File: config.mk
export PLATFORM = sky130hd
export DESIGN_NAME = if_fetch_stage_flat
export DESIGN_NICKNAME = d
export VERILOG_FILES = /design/src/rtl/if_fetch_stage_if.sv /design/src/rtl/if_fetch_stage.sv /design/src/flat_wrapper.sv
export SDC_FILE = /design/constraint.sdc
export NUM_CORES = 1
export LEC_CHECK = 0
export CORE_MARGIN = 1.5
export CORE_UTILIZATION = 35
export DETAILED_ROUTE_END_ITERATION = 10
export PLACE_DENSITY = 0.66
export SLEW_MARGIN = 20
export SYNTH_ARGS = -nofsm -noshare
export SYNTH_HDL_FRONTEND = slang
export SYNTH_SLANG_ARGS = --single-unit
File: constraint.sdc
create_clock -name clk -period 3.09 [get_ports clk]
set_input_delay 0.4635 -clock clk [delete_from_list [all_inputs] [get_ports clk]]
set_output_delay 0.4635 -clock clk [all_outputs]
set_load 0.005 [all_outputs]
File: src/rtl/if_fetch_stage_if.sv
// Instruction-memory fetch channel: one request outstanding, ack may land in the request cycle.
interface if_fetch_stage_if #(
  parameter int unsigned ADDR_W  = 32,
  parameter int unsigned INSTR_W = 32
);
  logic               req;
  logic [ADDR_W-1:0]  addr;
  logic               ack;
  logic [INSTR_W-1:0] rdata;

  modport master (output req, output addr, input ack, input rdata);
  modport slave  (input req, input addr, output ack, output rdata);
endinterface

File: src/rtl/if_fetch_stage.sv
// Instruction-fetch stage with IF/ID register, branch redirect, freeze skid buffer.
// Define IF_PERF_CNT_EN to add the fetch_count / stall_count performance outputs.
module if_fetch_stage #(
  parameter int unsigned        ADDR_W    = 32,
  parameter int unsigned        INSTR_W   = 32,
  parameter logic [ADDR_W-1:0]  RESET_PC  = '0,
  parameter logic [INSTR_W-1:0] NOP_INSTR = '0
) (
  input  logic                clk,
  input  logic                rst,
  input  logic                freeze,
  input  logic                branch_taken,
  input  logic [ADDR_W-1:0]   branch_addr,
  if_fetch_stage_if.master    imem,
  output logic [ADDR_W-1:0]   PC,
  output logic [INSTR_W-1:0]  instruction_out,
  output logic                valid_out
`ifdef IF_PERF_CNT_EN
  ,
  output logic [31:0]         fetch_count,
  output logic [31:0]         stall_count
`endif
);

  typedef enum logic [1:0] {IDLE, FETCH, DRAIN, HOLD} state_t;

  typedef struct packed {
    logic [ADDR_W-1:0]  pc;
    logic [INSTR_W-1:0] instr;
  } entry_t;

  state_t             state;
  logic               req_q;
  logic [ADDR_W-1:0]  pc;
  logic [ADDR_W-1:0]  fetch_addr;
  logic [ADDR_W-1:0]  seq_addr_c;
  entry_t             skid;
  logic               accept_c;
  logic               ifid_hold_c;
  logic               ifid_load_mem_c;
  logic               ifid_load_buf_c;

  assign imem.req   = req_q;
  assign imem.addr  = fetch_addr;
  assign seq_addr_c = fetch_addr + ADDR_W'(4);
  // A returned instruction is kept (IF/ID or skid) only in FETCH without a redirect.
  assign accept_c   = (state == FETCH) && imem.ack && !branch_taken;

  // IF/ID update selection: branch flush beats freeze, freeze beats any load.
  always_comb begin
    ifid_hold_c     = 1'b0;
    ifid_load_mem_c = 1'b0;
    ifid_load_buf_c = 1'b0;
    if (!branch_taken) begin
      if (freeze)
        ifid_hold_c = 1'b1;
      else if (accept_c)
        ifid_load_mem_c = 1'b1;
      else if (state == HOLD)
        ifid_load_buf_c = 1'b1;
    end
  end

  // Fetch control: state, request, pc, fetch address and skid buffer.
  always_ff @(posedge clk or negedge rst) begin
    if (!rst) begin
      state      <= IDLE;
      req_q      <= 1'b0;
      pc         <= RESET_PC;
      fetch_addr <= RESET_PC;
      skid       <= '0;
    end else begin
      case (state)
        IDLE: begin
          state <= FETCH;
          req_q <= 1'b1;
          if (branch_taken) begin
            pc         <= branch_addr;
            fetch_addr <= branch_addr;
          end else begin
            fetch_addr <= pc;
          end
        end
        FETCH: begin
          if (branch_taken) begin
            pc <= branch_addr;
            if (imem.ack)
              fetch_addr <= branch_addr;
            else
              state <= DRAIN;
          end else if (imem.ack) begin
            pc <= seq_addr_c;
            if (freeze) begin
              skid  <= '{pc: seq_addr_c, instr: imem.rdata};
              state <= HOLD;
              req_q <= 1'b0;
            end else begin
              fetch_addr <= seq_addr_c;
            end
          end
        end
        DRAIN: begin
          // The abandoned request must complete before the redirected fetch starts.
          if (branch_taken) begin
            pc <= branch_addr;
            if (imem.ack) begin
              fetch_addr <= branch_addr;
              state      <= FETCH;
            end
          end else if (imem.ack) begin
            fetch_addr <= pc;
            state      <= FETCH;
          end
        end
        HOLD: begin
          if (branch_taken) begin
            skid       <= '0;
            pc         <= branch_addr;
            fetch_addr <= branch_addr;
            state      <= FETCH;
            req_q      <= 1'b1;
          end else if (!freeze) begin
            fetch_addr <= pc;
            state      <= FETCH;
            req_q      <= 1'b1;
          end
        end
        default: begin
          state <= IDLE;
          req_q <= 1'b0;
        end
      endcase
    end
  end

  // IF/ID pipeline register; anything not loaded or held becomes a bubble.
  always_ff @(posedge clk or negedge rst) begin
    if (!rst) begin
      PC              <= '0;
      instruction_out <= NOP_INSTR;
      valid_out       <= 1'b0;
    end else if (ifid_hold_c) begin
      PC              <= PC;
      instruction_out <= instruction_out;
      valid_out       <= valid_out;
    end else if (ifid_load_mem_c) begin
      PC              <= seq_addr_c;
      instruction_out <= imem.rdata;
      valid_out       <= 1'b1;
    end else if (ifid_load_buf_c) begin
      PC              <= skid.pc;
      instruction_out <= skid.instr;
      valid_out       <= 1'b1;
    end else begin
      PC              <= '0;
      instruction_out <= NOP_INSTR;
      valid_out       <= 1'b0;
    end
  end

`ifdef IF_PERF_CNT_EN
  // Wrapping event counters: kept fetches and frozen (non-redirect) cycles.
  always_ff @(posedge clk or negedge rst) begin
    if (!rst) begin
      fetch_count <= '0;
      stall_count <= '0;
    end else begin
      if (accept_c)
        fetch_count <= fetch_count + 32'd1;
      if (freeze && !branch_taken)
        stall_count <= stall_count + 32'd1;
    end
  end
`endif

endmodule

File: src/flat_wrapper.sv
// flat-port wrapper written by rule: the top's interface ports become plain ports
module if_fetch_stage_flat 
#(
  parameter int unsigned        ADDR_W    = 32,
  parameter int unsigned        INSTR_W   = 32,
  parameter logic [ADDR_W-1:0]  RESET_PC  = '0,
  parameter logic [INSTR_W-1:0] NOP_INSTR = '0
)
  (clk, rst, freeze, branch_taken, branch_addr, PC, instruction_out, valid_out, imem_req, imem_addr, imem_ack, imem_rdata);
  if_fetch_stage_if #(.ADDR_W(ADDR_W), .INSTR_W(INSTR_W)) imem_i ();
  input  logic clk;
  input  logic rst;
  input  logic freeze;
  input  logic branch_taken;
  input  logic [ADDR_W-1:0] branch_addr;
  output logic [ADDR_W-1:0] PC;
  output logic [INSTR_W-1:0] instruction_out;
  output logic valid_out;
  output wire logic [$bits(imem_i.req)-1:0] imem_req;
  output wire logic [$bits(imem_i.addr)-1:0] imem_addr;
  input wire logic [$bits(imem_i.ack)-1:0] imem_ack;
  input wire logic [$bits(imem_i.rdata)-1:0] imem_rdata;
  assign imem_req = imem_i.req;
  assign imem_addr = imem_i.addr;
  assign imem_i.ack = imem_ack;
  assign imem_i.rdata = imem_rdata;
  if_fetch_stage #(.ADDR_W(ADDR_W), .INSTR_W(INSTR_W), .RESET_PC(RESET_PC), .NOP_INSTR(NOP_INSTR)) u_core (.clk(clk), .rst(rst), .freeze(freeze), .branch_taken(branch_taken), .branch_addr(branch_addr), .imem(imem_i), .PC(PC), .instruction_out(instruction_out), .valid_out(valid_out));
endmodule
=== Word-level counts from Yosys, hierarchy flattened ===
Index checks and enable logic that the tools add are counted.

* Flip-flop bits (word level): 196
* Bits in latches: 0
* RAM bits: 0
* Bits in read-only memories: 0
* Input port bits: 69
* Output and inout port bits: 98
* Word-level logic and storage cells: 82
* Memories kept: 0

* Add/sub/neg operators: 1
* Multiply operators: 0
* Divide/modulo/power cells: 0
* Magnitude comparators: 0
* Equality and inequality tests: 14
* Shifts and indexed selects: 0
* Multiplexer cells: 47
* Bitwise logic cells: 0
* Reductions and logical operators: 11

{| class="wikitable"
|+ Operator list
! cell !! count
|-
| two-way mux 32 bit || 15
|-
| two-way mux 64 bit || 4
|-
| one-hot mux 32 bit (4 select lines) || 1
|-
| one-hot mux 64 bit (2 select lines) || 1
|-
| one-hot mux 32 bit (2 select lines) || 1
|-
| adder 32 x 3 -> 32 bit, second input constant || 1
|-
| inequality test 3 bit, second input constant || 6
|-
| two-way mux 1 bit || 16
|-
| AND reduction 5 bit || 3
|-
| two-way mux 2 bit || 7
|-
| inequality test 2 bit, second input constant || 5
|-
| one-hot mux 2 bit (4 select lines) || 1
|-
| equality test 2 bit, second input constant || 2
|-
| AND reduction 4 bit || 1
|-
| one-hot mux 1 bit (3 select lines) || 1
|-
| nonzero test 3 bit || 1
|-
| OR reduction 3 bit || 1
|-
| equality test 2 x 1 -> 1 bit, second input constant || 1
|-
| logical AND 1 bit || 2
|-
| logical NOT 2 bit || 1
|-
| nonzero test 2 bit || 1
|-
| logical NOT 1 bit || 1
|}

=== Longest topological paths before layout ===
* Depth after elaboration: 8
* Gate-level depth with buffers: 9
* Gate-level depth less buffers: 7

=== Least setup slack after synthesis ===
No wires, ideal clock.

* Kind: register to register
* Start: register u_core.state[1]
* End: register u_core.PC[0]
* Setup time: 66 ps
* Arrival: 2143 ps
* Data required time: 3024 ps
* Setup slack: 881 ps
* Cell stages (with the launch flop): 10
* Path buffers: 3
* Clock period less this slack: 2209 ps
* Path through: dfrtp_1 -> inv_1 -> ha_1 -> nand2_1 -> clkbuf_1 -> nor3_1 -> clkbuf_1 -> buf_1 -> a222oi_1 -> inv_1

* Cells in the longest elaborated chain, start to end: 8
* Elaborated cells between the ends (all ways): 13
* Classes of those cells: eq/ne: 2; mux: 9; reduce/logical: 2

{| class="wikitable"
|+ RTL lines
! what !! RTL line !! RTL
|-
| start: declaration || if_fetch_stage.sv:32 || <nowiki>state_t state;</nowiki>
|-
| start signal: assignment || if_fetch_stage.sv:67 || <nowiki>state <= IDLE;</nowiki>
|-
| start signal: assignment || if_fetch_stage.sv:75 || <nowiki>state <= FETCH;</nowiki>
|-
| start signal: assignment || if_fetch_stage.sv:90 || <nowiki>state <= DRAIN;</nowiki>
|-
| equality test 2 x 1 -> 1 bit || if_fetch_stage.sv:47 || <nowiki>assign accept_c = (state == FETCH) && imem.ack && !branch_taken;</nowiki>
|-
| logical AND 1 bit (2 in a row) || if_fetch_stage.sv:47 ||
|-
| two-way mux 1 bit || if_fetch_stage.sv:57 || <nowiki>else if (accept_c)</nowiki>
|-
| two-way mux 1 bit || if_fetch_stage.sv:55 || <nowiki>if (freeze)</nowiki>
|-
| two-way mux 1 bit || if_fetch_stage.sv:54 || <nowiki>if (!branch_taken) begin</nowiki>
|-
| two-way mux 32 bit || if_fetch_stage.sv:150 || <nowiki>end else if (ifid_load_buf_c) begin</nowiki>
|-
| two-way mux 32 bit * || if_fetch_stage.sv:146 || <nowiki>end else if (ifid_load_mem_c) begin</nowiki>
|-
| end signal: assignment || if_fetch_stage.sv:147 || <nowiki>PC <= seq_addr_c;</nowiki>
|-
| end signal: assignment || if_fetch_stage.sv:151 || <nowiki>PC <= skid.pc;</nowiki>
|-
| end: declaration || if_fetch_stage.sv:15 || <nowiki>output logic [ADDR_W-1:0] PC,</nowiki>
|}

Mark *: on every way between the ends. The rest lies on a longest branch, timed or not.
A chain may end at the register's enable or synchronous reset.

=== Worst setup path after layout ===
* Start: register u_core.fetch_addr[2] (netlist: u_core.imem.addr[2])
* End: register u_core.fetch_addr[28] (netlist: u_core.imem.addr[28])

* Cells in the longest elaborated chain, start to end: 5

{| class="wikitable"
|+ RTL lines
! what !! RTL line !! RTL
|-
| start: declaration || if_fetch_stage.sv:35 || <nowiki>logic [ADDR_W-1:0] fetch_addr;</nowiki>
|-
| start signal: assignment || if_fetch_stage.sv:79 || <nowiki>fetch_addr <= branch_addr;</nowiki>
|-
| start signal: assignment || if_fetch_stage.sv:81 || <nowiki>fetch_addr <= pc;</nowiki>
|-
| start signal: assignment || if_fetch_stage.sv:88 || <nowiki>fetch_addr <= branch_addr;</nowiki>
|-
| adder 32 x 3 -> 32 bit || if_fetch_stage.sv:45 || <nowiki>assign seq_addr_c = fetch_addr + ADDR_W'(4);</nowiki>
|-
| two-way mux 32 bit || if_fetch_stage.sv:93 || <nowiki>if (freeze) begin</nowiki>
|-
| two-way mux 32 bit || if_fetch_stage.sv:91 || <nowiki>end else if (imem.ack) begin</nowiki>
|-
| two-way mux 32 bit || if_fetch_stage.sv:85 || <nowiki>if (branch_taken) begin</nowiki>
|-
| one-hot mux 32 bit (4 select lines) || if_fetch_stage.sv:73 || <nowiki>case (state)</nowiki>
|}

No other way between the ends. The select of a mux whose other input is x is not followed.

==> impl_metrics.ini <==
[run_status]
status = finished clean

[timing]
slew_viol_final = 0
worst_pin_slew_ps = 781
setup_tns_ps = 0
fin_crit_sh_pct = 85.5
setup_viol = 0
period_needed_ps = 2640
clock.fmax_ghz = 0.379
rsz0062_at_grt = no
slew_headroom_pct = 47.7
clock_skew_ps = 11.1
finalHoldViolCount = 0

[clocking]
ctsHoldBuffers = 0
clock_path_buffers = 2
cts.root.buffer_cell = clkbuf_16
htreeDepth = 4
cts_tree = built
cts-resized-gates = 0
numCtsBuffers = 17
cts_setup_buffers = 0
clk_pin_slew_ps = 80
numClockSinks = 196
clock_latency_ps = 440

[worst_setup_path]
required_ps = 3410
critPathSlowestCell = dfrtp_1
cp_max_fo = 11
start_kind = flip-flop
max_stage_delay_ps = 550
end_kind = flip-flop
arrival_ps = 2960
worstSetupPathType = reg -> reg
cp_cell_sequence = ha_1 -> and4_1 -> nand4_1 -> nor4_2 -> o21ai_0 -> a221o_1

[global_routing]
gr-usage-met1_pct = 30.9
grt_max_degree = 77
antenna_found_initial = 0
grt_busiest_layer = met2
grt_pass1_wl_um = 49800
grt_util_all_layers_pct = 21.7
use_met2_pct = 32.4
grt_pass1_vias = 8749
grt_overflow = 0
grt_util_met3_pct = 3.98

[die]
die_width_um = 172
dieArea_um2 = 29500
initial_core_util_pct = 35.7
placeableCoreArea_um2 = 27900
rows = 61
io_pins = 167
die_y_um = 172

[placement]
portBuffers = 166
place_area_um2 = 12100
dpl.hpwl_um = 21500
gp_congestion = 0.871

[power_and_ir_drop]
p_seq_share_pct = 36.8
powerDensity_nw_per_um2 = 866
clkPwrFrac_pct = 20.8
internal_power_uw = 6550
comb_power_share_pct = 42.4
sw_frac_of_total_pct = 40.6
power_switching_uw = 4480
cellLeakagePower_uw = 0.00561
vdd_drop_max_uv = 560

[layout]
fillers = 2683
nets = 1227
design_area_um2 = 12700
final_layout_size_suffix_gt1_share_pct = 8.58
multi_input_area_um2 = 4540
syn_to_final_growth_pct = 27.7
ff_latch_area_um2 = 4900
num_antenna_cells = 0

[drt]
ant_nets = 0
vias_per_cell = 5.87
drc_errors = 0
routedWlPerCell_um = 20.5
num_vias = 9064
drt-total-wl_um = 31600
drt_iter0_drc = 1003
dr.pass1.iters = 6

[logic_synthesis]
yosysSeqAreaShare_pct = 49.1
synth_flop_cell = dfrtp_1
syn_area_per_cell_um2 = 9.74
ys_ff_latch = 196
ys_async_sr_fraction_pct = 100
yosysWarningCount = 0
netlist_instances = 1025
yosysUniqueCellTypes = 64
synth_nets = 1100
synth-edff-count = 0
syn_area_um2 = 9980

[flow_run]
cap_violations = 0

[hold_path]
hp-class = in -> async
-- sequential cells by signal, indices dropped and copies added (netlist names) --
name / flops
u_core.imem.addr: 32
u_core.instruction_out: 32
u_core.imem.req: 1
u_core.PC: 32
u_core.state: 2
u_core.skid: 64
u_core.valid_out: 1
u_core.pc: 32
-- critical path, delay by kind of cell, from the launching register on --
| family | cells | cell delay, ps |
|---|---|---|
| AND/OR/NAND/NOR | 3 | 1170 |
| flip-flops | 1 | 550 |
| AO/OA/AOI/OAI | 2 | 480 |
| adder cells (fa/ha/maj) | 1 | 330 |
-- cell type report --
| class | instances | area share [%] |
|---|---|---|
| Tap cell | 378 | 3.71 |
| Clock buffer | 18 | 3.45 |
| Sequential cell | 196 | 38.5 |
| Clock inverter | 14 | 1.29 |
| Inverter | 57 | 1.68 |
| Timing Repair Buffer | 202 | 15.8 |
| Multi-Input combinational cell | 678 | 35.6 |
-- metrics by stage --
step	util (%)	setup slack (ps)	hold slack [ps]	total power [uW]	cells
detailed placement	43.4	424	471	8720	1511
global placement	43.4	427	462	8650	1511
floorplan	-	881	168	6710	1025
finish	45.6	449	16.0	11000	1543
CTS	45.6	482	60.0	11000	1543
global route	45.6	321	73.6	11700	1543
-- power groups by stage --
stage / Clock, uW / Sequential [uW] / Combinational (uW)
3_5_place_dp: 0 / 4090 / 4630
4_1_cts: 2340 / 4050 / 4660
6_report: 2300 / 4060 / 4680
5_1_grt: 2430 / 4170 / 5110
2_1_floorplan: 0 / 3780 / 2920
3_3_place_gp: 0 / 4080 / 4570
-- synth_stat cells (10+ instances only) --
master,number,area (um2)
a22oi_1,18,135
mux2i_1,27,270
inv_1,57,214
o31ai_1,15,113
xor2_1,14,123
xnor2_1,11,96.3
nor2_1,45,169
a221oi_1,10,87.6
nand3_1,33,165
and3_1,10,62.6
o221ai_1,13,114
a22o_1,44,385
o21ai_0,90,450
a21oi_1,44,220
clkbuf_1,78,293
a222oi_1,44,440
dfrtp_1,196,4900
nand2b_1,23,144
nand2_1,95,357
-- kinds of logic after synthesis --
group / after synthesis / share of synthesized area, %
flops: 196 / 49.1
simple gates: 265 / 13.1
fa+ha+maj: 6 / 0.752
compound gates: 346 / 25.3
mux: 36 / 3.72
xor+xnor: 25 / 2.19
buf+inv: 151 / 5.78
-- layout by cell type, fill, tap and decap left out, drive strengths merged, types with 6 or more instances in the layout --
cell / n
a31o: 6
xnor2: 11
nand2: 95
nand4: 9
a32o: 9
clkbuf: 19
nor2: 45
a221oi: 10
dfrtp: 196
a21oi: 44
nor4: 7
mux2i: 27
xor2: 14
nor3b: 6
o221ai: 13
a222oi: 44
nand2b: 23
nand3: 34
buf: 37
clkdlybuf4s50: 164
inv: 64
and3: 11
o21ai: 93
mux2: 9
a22o: 45
ha: 6
a22oi: 18
o31ai: 15
nor3: 10
a221o: 7
-- final timing paths --
path / start / end / slack (ps) / depth (start not counted)
max: u_core.imem.addr[2] / u_core.imem.addr[28] / 450 / 6
max in group asynchronous: rst / u_core.skid[27] / 2200 / 2
min: rst / u_core.skid[11] / 20 / 1
min in group clk: u_core.skid[48] / u_core.skid[48] / 490 / 2
min reg2reg: u_core.skid[48] / u_core.skid[48] / 490 / 2
max reg2reg: u_core.imem.addr[2] / u_core.imem.addr[28] / 450 / 6
-- routing by layer --
metal  up-vias  routed length (um)
met3        58                2450
met1      4491               14200
met4         0                 949
met2       418               14100
met5         -                   0
li1       4097                   -
(Power assumes the default switching activity.)
